**src/rtl/aes_dec_round_ctrl_if.sv**
```systemverilog
// Handshake and datapath bundle between the AES-128 decrypt round sequencer and its
// surroundings (key store, InvShiftRows/InvSubBytes front-end, InvMixColumns, producer, consumer).
interface aes_dec_round_ctrl_if;
  logic         InValid;
  logic         InReady;
  logic [127:0] InData;
  logic [3:0]   RkIdx;
  logic [127:0] RkData;
  logic [127:0] StateOut;
  logic [127:0] FeIn;
  logic [127:0] MixIn;
  logic         OutValid;
  logic         OutReady;
  logic [127:0] OutData;
  logic         Busy;

  // Environment side: producer, consumer, key store and the external round functions.
  modport master (
    output InValid, InData, RkData, FeIn, MixIn, OutReady,
    input  InReady, RkIdx, StateOut, OutValid, OutData, Busy
  );

  // Sequencer side.
  modport slave (
    input  InValid, InData, RkData, FeIn, MixIn, OutReady,
    output InReady, RkIdx, StateOut, OutValid, OutData, Busy
  );
endinterface

```
**src/rtl/aes_dec_round_ctrl.sv**
```systemverilog
// AES-128 inverse-cipher round sequencer: owns state register, round counter, key index and
// AddRoundKey. Optional macro AES_DEC_ABORT_EN adds an Abort input that returns the FSM to idle.
module aes_dec_round_ctrl #(
  parameter int unsigned MIX_LAT = 3,
  parameter int unsigned NR      = 10
) (
  input logic                 Clk,
  input logic                 RstN,
`ifdef AES_DEC_ABORT_EN
  input logic                 Abort,
`endif
  aes_dec_round_ctrl_if.slave bus
);

  localparam int unsigned     WaitW    = $clog2(MIX_LAT + 1);
  localparam logic [3:0]      NrIdx    = 4'(NR);
  localparam logic [WaitW-1:0] LastWait = WaitW'(MIX_LAT - 1);

  typedef enum logic [1:0] {StIdle, StFront, StMix, StDone} state_e;

  state_e           fsm_q;
  logic [127:0]     state_q;
  logic [3:0]       round_q;
  logic [3:0]       rk_idx_q;
  logic [WaitW-1:0] wait_q;
  logic             in_ready_q;
  logic             out_valid_q;
  logic             busy_q;
  logic             abort_req;

`ifdef AES_DEC_ABORT_EN
  assign abort_req = Abort;
`else
  assign abort_req = 1'b0;
`endif

  // Handshake flags and the key index are registered alongside the state transition.
  always_ff @(posedge Clk) begin
    if (!RstN) begin
      fsm_q       <= StIdle;
      state_q     <= '0;
      round_q     <= '0;
      wait_q      <= '0;
      rk_idx_q    <= NrIdx;
      in_ready_q  <= 1'b1;
      out_valid_q <= 1'b0;
      busy_q      <= 1'b0;
    end else if (abort_req && (fsm_q != StIdle)) begin
      // State is deliberately left as-is; only control is cleared.
      fsm_q       <= StIdle;
      round_q     <= '0;
      wait_q      <= '0;
      rk_idx_q    <= NrIdx;
      in_ready_q  <= 1'b1;
      out_valid_q <= 1'b0;
      busy_q      <= 1'b0;
    end else begin
      unique case (fsm_q)
        StIdle: begin
          if (bus.InValid) begin
            state_q    <= bus.InData ^ bus.RkData;
            round_q    <= NrIdx - 4'd1;
            rk_idx_q   <= NrIdx - 4'd1;
            fsm_q      <= StFront;
            in_ready_q <= 1'b0;
            busy_q     <= 1'b1;
          end
        end
        StFront: begin
          state_q <= bus.FeIn ^ bus.RkData;
          if (round_q == 4'd0) begin
            fsm_q       <= StDone;
            rk_idx_q    <= 4'd0;
            out_valid_q <= 1'b1;
          end else begin
            fsm_q  <= StMix;
            wait_q <= '0;
          end
        end
        StMix: begin
          wait_q <= wait_q + 1'b1;
          if (wait_q == LastWait) begin
            state_q  <= bus.MixIn;
            round_q  <= round_q - 4'd1;
            rk_idx_q <= round_q - 4'd1;
            fsm_q    <= StFront;
          end
        end
        StDone: begin
          if (bus.OutReady) begin
            fsm_q       <= StIdle;
            rk_idx_q    <= NrIdx;
            in_ready_q  <= 1'b1;
            out_valid_q <= 1'b0;
            busy_q      <= 1'b0;
          end
        end
        default: fsm_q <= StIdle;
      endcase
    end
  end

  assign bus.InReady  = in_ready_q;
  assign bus.OutValid = out_valid_q;
  assign bus.Busy     = busy_q;
  assign bus.RkIdx    = rk_idx_q;
  assign bus.StateOut = state_q;
  assign bus.OutData  = state_q;

endmodule

```
**src/flat_wrapper.sv**
```systemverilog
// flat-port wrapper written by rule: the top's interface ports become plain ports
module aes_dec_round_ctrl_flat 
#(
  parameter int unsigned MIX_LAT = 3,
  parameter int unsigned NR      = 10
)
  (Clk, RstN, bus_InValid, bus_InData, bus_RkData, bus_FeIn, bus_MixIn, bus_OutReady, bus_InReady, bus_RkIdx, bus_StateOut, bus_OutValid, bus_OutData, bus_Busy);
  aes_dec_round_ctrl_if bus_i ();
  input logic Clk;
  input logic RstN;
  input wire logic [$bits(bus_i.InValid)-1:0] bus_InValid;
  input wire logic [$bits(bus_i.InData)-1:0] bus_InData;
  input wire logic [$bits(bus_i.RkData)-1:0] bus_RkData;
  input wire logic [$bits(bus_i.FeIn)-1:0] bus_FeIn;
  input wire logic [$bits(bus_i.MixIn)-1:0] bus_MixIn;
  input wire logic [$bits(bus_i.OutReady)-1:0] bus_OutReady;
  output wire logic [$bits(bus_i.InReady)-1:0] bus_InReady;
  output wire logic [$bits(bus_i.RkIdx)-1:0] bus_RkIdx;
  output wire logic [$bits(bus_i.StateOut)-1:0] bus_StateOut;
  output wire logic [$bits(bus_i.OutValid)-1:0] bus_OutValid;
  output wire logic [$bits(bus_i.OutData)-1:0] bus_OutData;
  output wire logic [$bits(bus_i.Busy)-1:0] bus_Busy;
  assign bus_i.InValid = bus_InValid;
  assign bus_i.InData = bus_InData;
  assign bus_i.RkData = bus_RkData;
  assign bus_i.FeIn = bus_FeIn;
  assign bus_i.MixIn = bus_MixIn;
  assign bus_i.OutReady = bus_OutReady;
  assign bus_InReady = bus_i.InReady;
  assign bus_RkIdx = bus_i.RkIdx;
  assign bus_StateOut = bus_i.StateOut;
  assign bus_OutValid = bus_i.OutValid;
  assign bus_OutData = bus_i.OutData;
  assign bus_Busy = bus_i.Busy;
  aes_dec_round_ctrl #(.MIX_LAT(MIX_LAT), .NR(NR)) u_core (.Clk(Clk), .RstN(RstN), .bus(bus_i));
endmodule
```
**config.mk**
```make
export PLATFORM = sky130hd
export DESIGN_NAME = aes_dec_round_ctrl_flat
export DESIGN_NICKNAME = d
export VERILOG_FILES = /design/src/rtl/aes_dec_round_ctrl_if.sv /design/src/rtl/aes_dec_round_ctrl.sv /design/src/flat_wrapper.sv
export SDC_FILE = /design/constraint.sdc
export NUM_CORES = 1
export LEC_CHECK = 0
export CAP_MARGIN = 20
export CORE_AREA = 3 3 304 306
export DETAILED_ROUTE_END_ITERATION = 8
export DIE_AREA = 0 0 307 309
export HOLD_SLACK_MARGIN = 0.06
export PLACE_DENSITY = 0.38
export SLEW_MARGIN = 20
export SYNTH_ARGS = -nofsm -noshare
export SYNTH_HDL_FRONTEND = slang
export SYNTH_SLANG_ARGS = --single-unit
```
**constraint.sdc**
```tcl
create_clock -name Clk -period 2.85 [get_ports Clk]
set_clock_uncertainty 0.2 [all_clocks]
set_input_delay 0.4275 -clock Clk [delete_from_list [all_inputs] [get_ports Clk]]
set_output_delay 0.4275 -clock Clk [all_outputs]
set_load 0.1 [all_outputs]
```
==> results.sh <==
export IMPL_status="finished, final reports clean"
export IMPL_place_area_sq_um=17750
export IMPL_fin_nets=2323
export IMPL_wirelength_microns=64560
export IMPL_cp_data_required_time_ns=2.93
export IMPL_synthCells=1218
export IMPL_drt_iter0_drc=551
export IMPL_gp_congestion=0.8269
export IMPL_drtPass1Iterations=4
export IMPL_cp_endpoint="u_core.bus.OutData[45]"
export IMPL_grt_busiest_layer="met2"
export IMPL_fin_ws_ns=0.3727
export IMPL_regToRegEndpoint="u_core.bus.OutData[45]"
export IMPL_powerDensity_nw_per_um2=753.0
export IMPL_reg2reg_depth=6
export IMPL_cp_end_kind="flip-flop"
export IMPL_synth_edf_count=0
export IMPL_portBuffers=778
export IMPL_cts_sinks=143
export IMPL_gr_usage_met3_pct=4.348
export IMPL_rsz0062_at_grt="no"
export IMPL_slew_headroom_pct=36.52
export IMPL_drv_cap=0
export IMPL_via_per_inst=3.859
export IMPL_finalSetupViolations=0
export IMPL_async_flop_share_pct=0
export IMPL_cts_tree="built"
export IMPL_worstPathCellList="inv_1, ha_1, and3b_4, or2_4, buf_12, a311oi_1"
export IMPL_vias=11560
export IMPL_cp_max_fo=128
export IMPL_irDropWorstVdd_mv=0.3491
export IMPL_crit_type="flip-flop to flip-flop"
export IMPL_clock_fmax_ghz=0.4037
export IMPL_antenna_left=0
export IMPL_yosys_warnings=0
export IMPL_final_area_sq_um=18350
export IMPL_slowest_delay_ns=0.40
export IMPL_leakagePower_nw=7.086
export IMPL_crit_arrival_ns=2.56
export IMPL_grt_antenna_before_repair=7
export IMPL_num_io_pins=779
export IMPL_finalMaxSlewViolations=0
export IMPL_gr_total_overflow=0
export IMPL_rows=110
export IMPL_htreeDepth=4
export IMPL_clk_latency_ns=0.46
export IMPL_nFillCells=9988
export IMPL_final_hold_viol_count=0
export IMPL_synth_fp_nets=1736
export IMPL_grt_pass1_wl_microns=88510
export IMPL_cts_root_buf="clkbuf_16"
export IMPL_fin_crit_sh_pct=86.92
export IMPL_dp_hpwl_microns=50080
export IMPL_use_met1_pct=14.43
export IMPL_syn_area_sq_um=10220
export IMPL_register_area_sq_um=2863
export IMPL_die_area_sq_um=94860
export IMPL_postCtsSetupBuffers=0
export IMPL_r2r_start="u_core.wait_q[0]"
export IMPL_ys_flop_type="dfxtp_1"
export IMPL_wire_per_inst_microns=21.55
export IMPL_total_power_mw=13.81
export IMPL_synth_seq_cells=143
export IMPL_first_global_vias=12230
export IMPL_r2r_slack_ns=0.37
export IMPL_min_path_type="flip-flop to flip-flop"
export IMPL_cp_start_kind="flip-flop"
export IMPL_multi_input_area_sq_um=5953
export IMPL_pre_cts_slack_ns=0.2667
export IMPL_worst_pin_slew_ns=0.9522
export IMPL_numCtsBuffers=17
export IMPL_critical_path_slowest_cell="buf_12"
export IMPL_die_w_microns=307
export IMPL_drive_gt1_share_pct=18.10
export IMPL_grt_max_degree=129
export IMPL_design_core_area_sq_um=89870
export IMPL_clkTransAtPathRegs_ns=0.07
export IMPL_syn_area_per_cell_sq_um=8.394
export IMPL_grt_use_met2_pct=23.11
export IMPL_startpoint="u_core.wait_q[0]"
export IMPL_initial_core_util_pct=11.38
export IMPL_grt_usage_pct=12.84
export IMPL_cts_repair_resize_count=0
export IMPL_finalSetupTns_ns=0
export IMPL_synthToLayoutAreaGrowth_pct=79.44
export IMPL_die_h_microns=309
export IMPL_yosysSeqAreaShare_pct=28.00
export IMPL_hold_buffers=0
export IMPL_drc=0
export IMPL_period_needed_ns=2.477
export IMPL_synth_distinct_cells=42
export IMPL_cts_buffer_depth=2
[state kept, by name, summed over array words and instances (netlist names)]
| signal | cells |
|---|---|
| u_core.bus.OutValid | 1 |
| u_core.bus.OutData | 128 |
| u_core.wait_q | 2 |
| u_core.fsm_q | 2 |
| u_core.bus.RkIdx | 4 |
| u_core.round_q | 4 |
| u_core.bus.Busy | 1 |
| u_core.bus.InReady | 1 |
[worst min-delay path by stage]
stage / end / slack (ns) / start / cells past startpoint
6_report: u_core.bus.RkIdx[2] / 0.29 / u_core.bus.RkIdx[2] / 2
5_1_grt: u_core.bus.OutValid / 0.31 / u_core.bus.OutValid / 2
4_1_cts: u_core.bus.RkIdx[2] / 0.29 / u_core.bus.RkIdx[2] / 2
3_5_place_dp: u_core.bus.RkIdx[2] / 0.27 / u_core.bus.RkIdx[2] / 2
3_3_place_gp: u_core.bus.RkIdx[2] / 0.27 / u_core.bus.RkIdx[2] / 2
2_1_floorplan: u_core.round_q[1] / 0.27 / u_core.round_q[1] / 2
[synth_stat cells, types with 5 or more instances]
cell type	n	area share, %
buf_4	130	9.5
nor2_1	5	0.18
clkbuf_1	61	2.2
xor2_1	257	22
a22oi_1	129	9.5
inv_1	7	0.26
nand2_1	136	5.0
buf_1	7	0.26
nor3_1	129	6.3
a21oi_1	7	0.34
buf_2	36	1.8
dfxtp_1	143	28
a311oi_1	128	11
[cells by family (layout without fill, tap and decap cells)]
logic type / count (synthesis) / in the layout / synth area share, %
AO/OA/AOI/OAI: 285 / 285 / 22.48
XOR/XNOR: 258 / 258 / 22.10
adder cells (fa/ha/maj): 2 / 2 / 0.2447
buffers and inverters: 241 / 841 / 14.06
flip-flops: 143 / 143 / 28.00
multiplexers: 4 / 4 / 0.5140
other: 0 / 2 / 0
AND/OR/NAND/NOR: 285 / 285 / 12.59
[metrics by stage]
step,utilization (%),hold WS [ns],instances
after floorplan,-,0.2703,1218
after global placement,19.75,0.2680,2962
after detailed placement,19.75,0.2695,2962
after CTS,20.41,0.2885,2994
after global routing,20.41,0.3131,2996
final,20.41,0.2873,2996
[report_power, final]
| part | leakage (nW) | internal [mW] | switching, mW |
|---|---|---|---|
| combinational | 5.61 | 2.15 | 6.46 |
| clock | 0.283 | 1.34 | 1.11 |
| sequential | 1.19 | 2.34 | 0.407 |
[final cells by class]
cell class | instances | area share, %
Multi-Input combinational cell | 834 | 32.45
Antenna cell | 2 | 0.02728
Timing Repair Buffer | 802 | 40.53
Clock inverter | 12 | 0.7230
Tap cell | 1176 | 8.021
Sequential cell | 143 | 15.60
Clock buffer | 20 | 2.489
Inverter | 7 | 0.1569
[placed cells by master (no fill, tap or decap), drive strengths merged, types with 2 or more instances in the layout]
cell / count
a21oi: 7
a221o: 3
a22oi: 129
a311oi: 128
buf: 287
bufinv: 2
clkbuf: 20
clkdlybuf4s50: 515
clkinv: 4
clkinvlp: 3
dfxtp: 143
diode: 2
ha: 2
inv: 10
mux2i: 3
nand2: 136
nand2b: 2
nand3: 2
nor2: 5
nor2b: 2
nor3: 129
o21ai: 3
o21bai: 2
o311a: 2
o31ai: 3
xor2: 257
[per-layer routing]
metal  wire length [microns]  vias to the layer above
li1                        -                     5477
met1                   25300                     5518
met2                   32770                      526
met3                    5305                       40
met4                    1169                        2
met5                      13                        -
[worst max-delay path, delay by kind of cell (launching register included)]
family	cells	cell delay, ns
buf+inv	2	0.49
simple gates	2	0.44
flops	1	0.31
fa+ha+maj	1	0.31
compound gates	1	0.20
(Power assumes the default switching activity.)
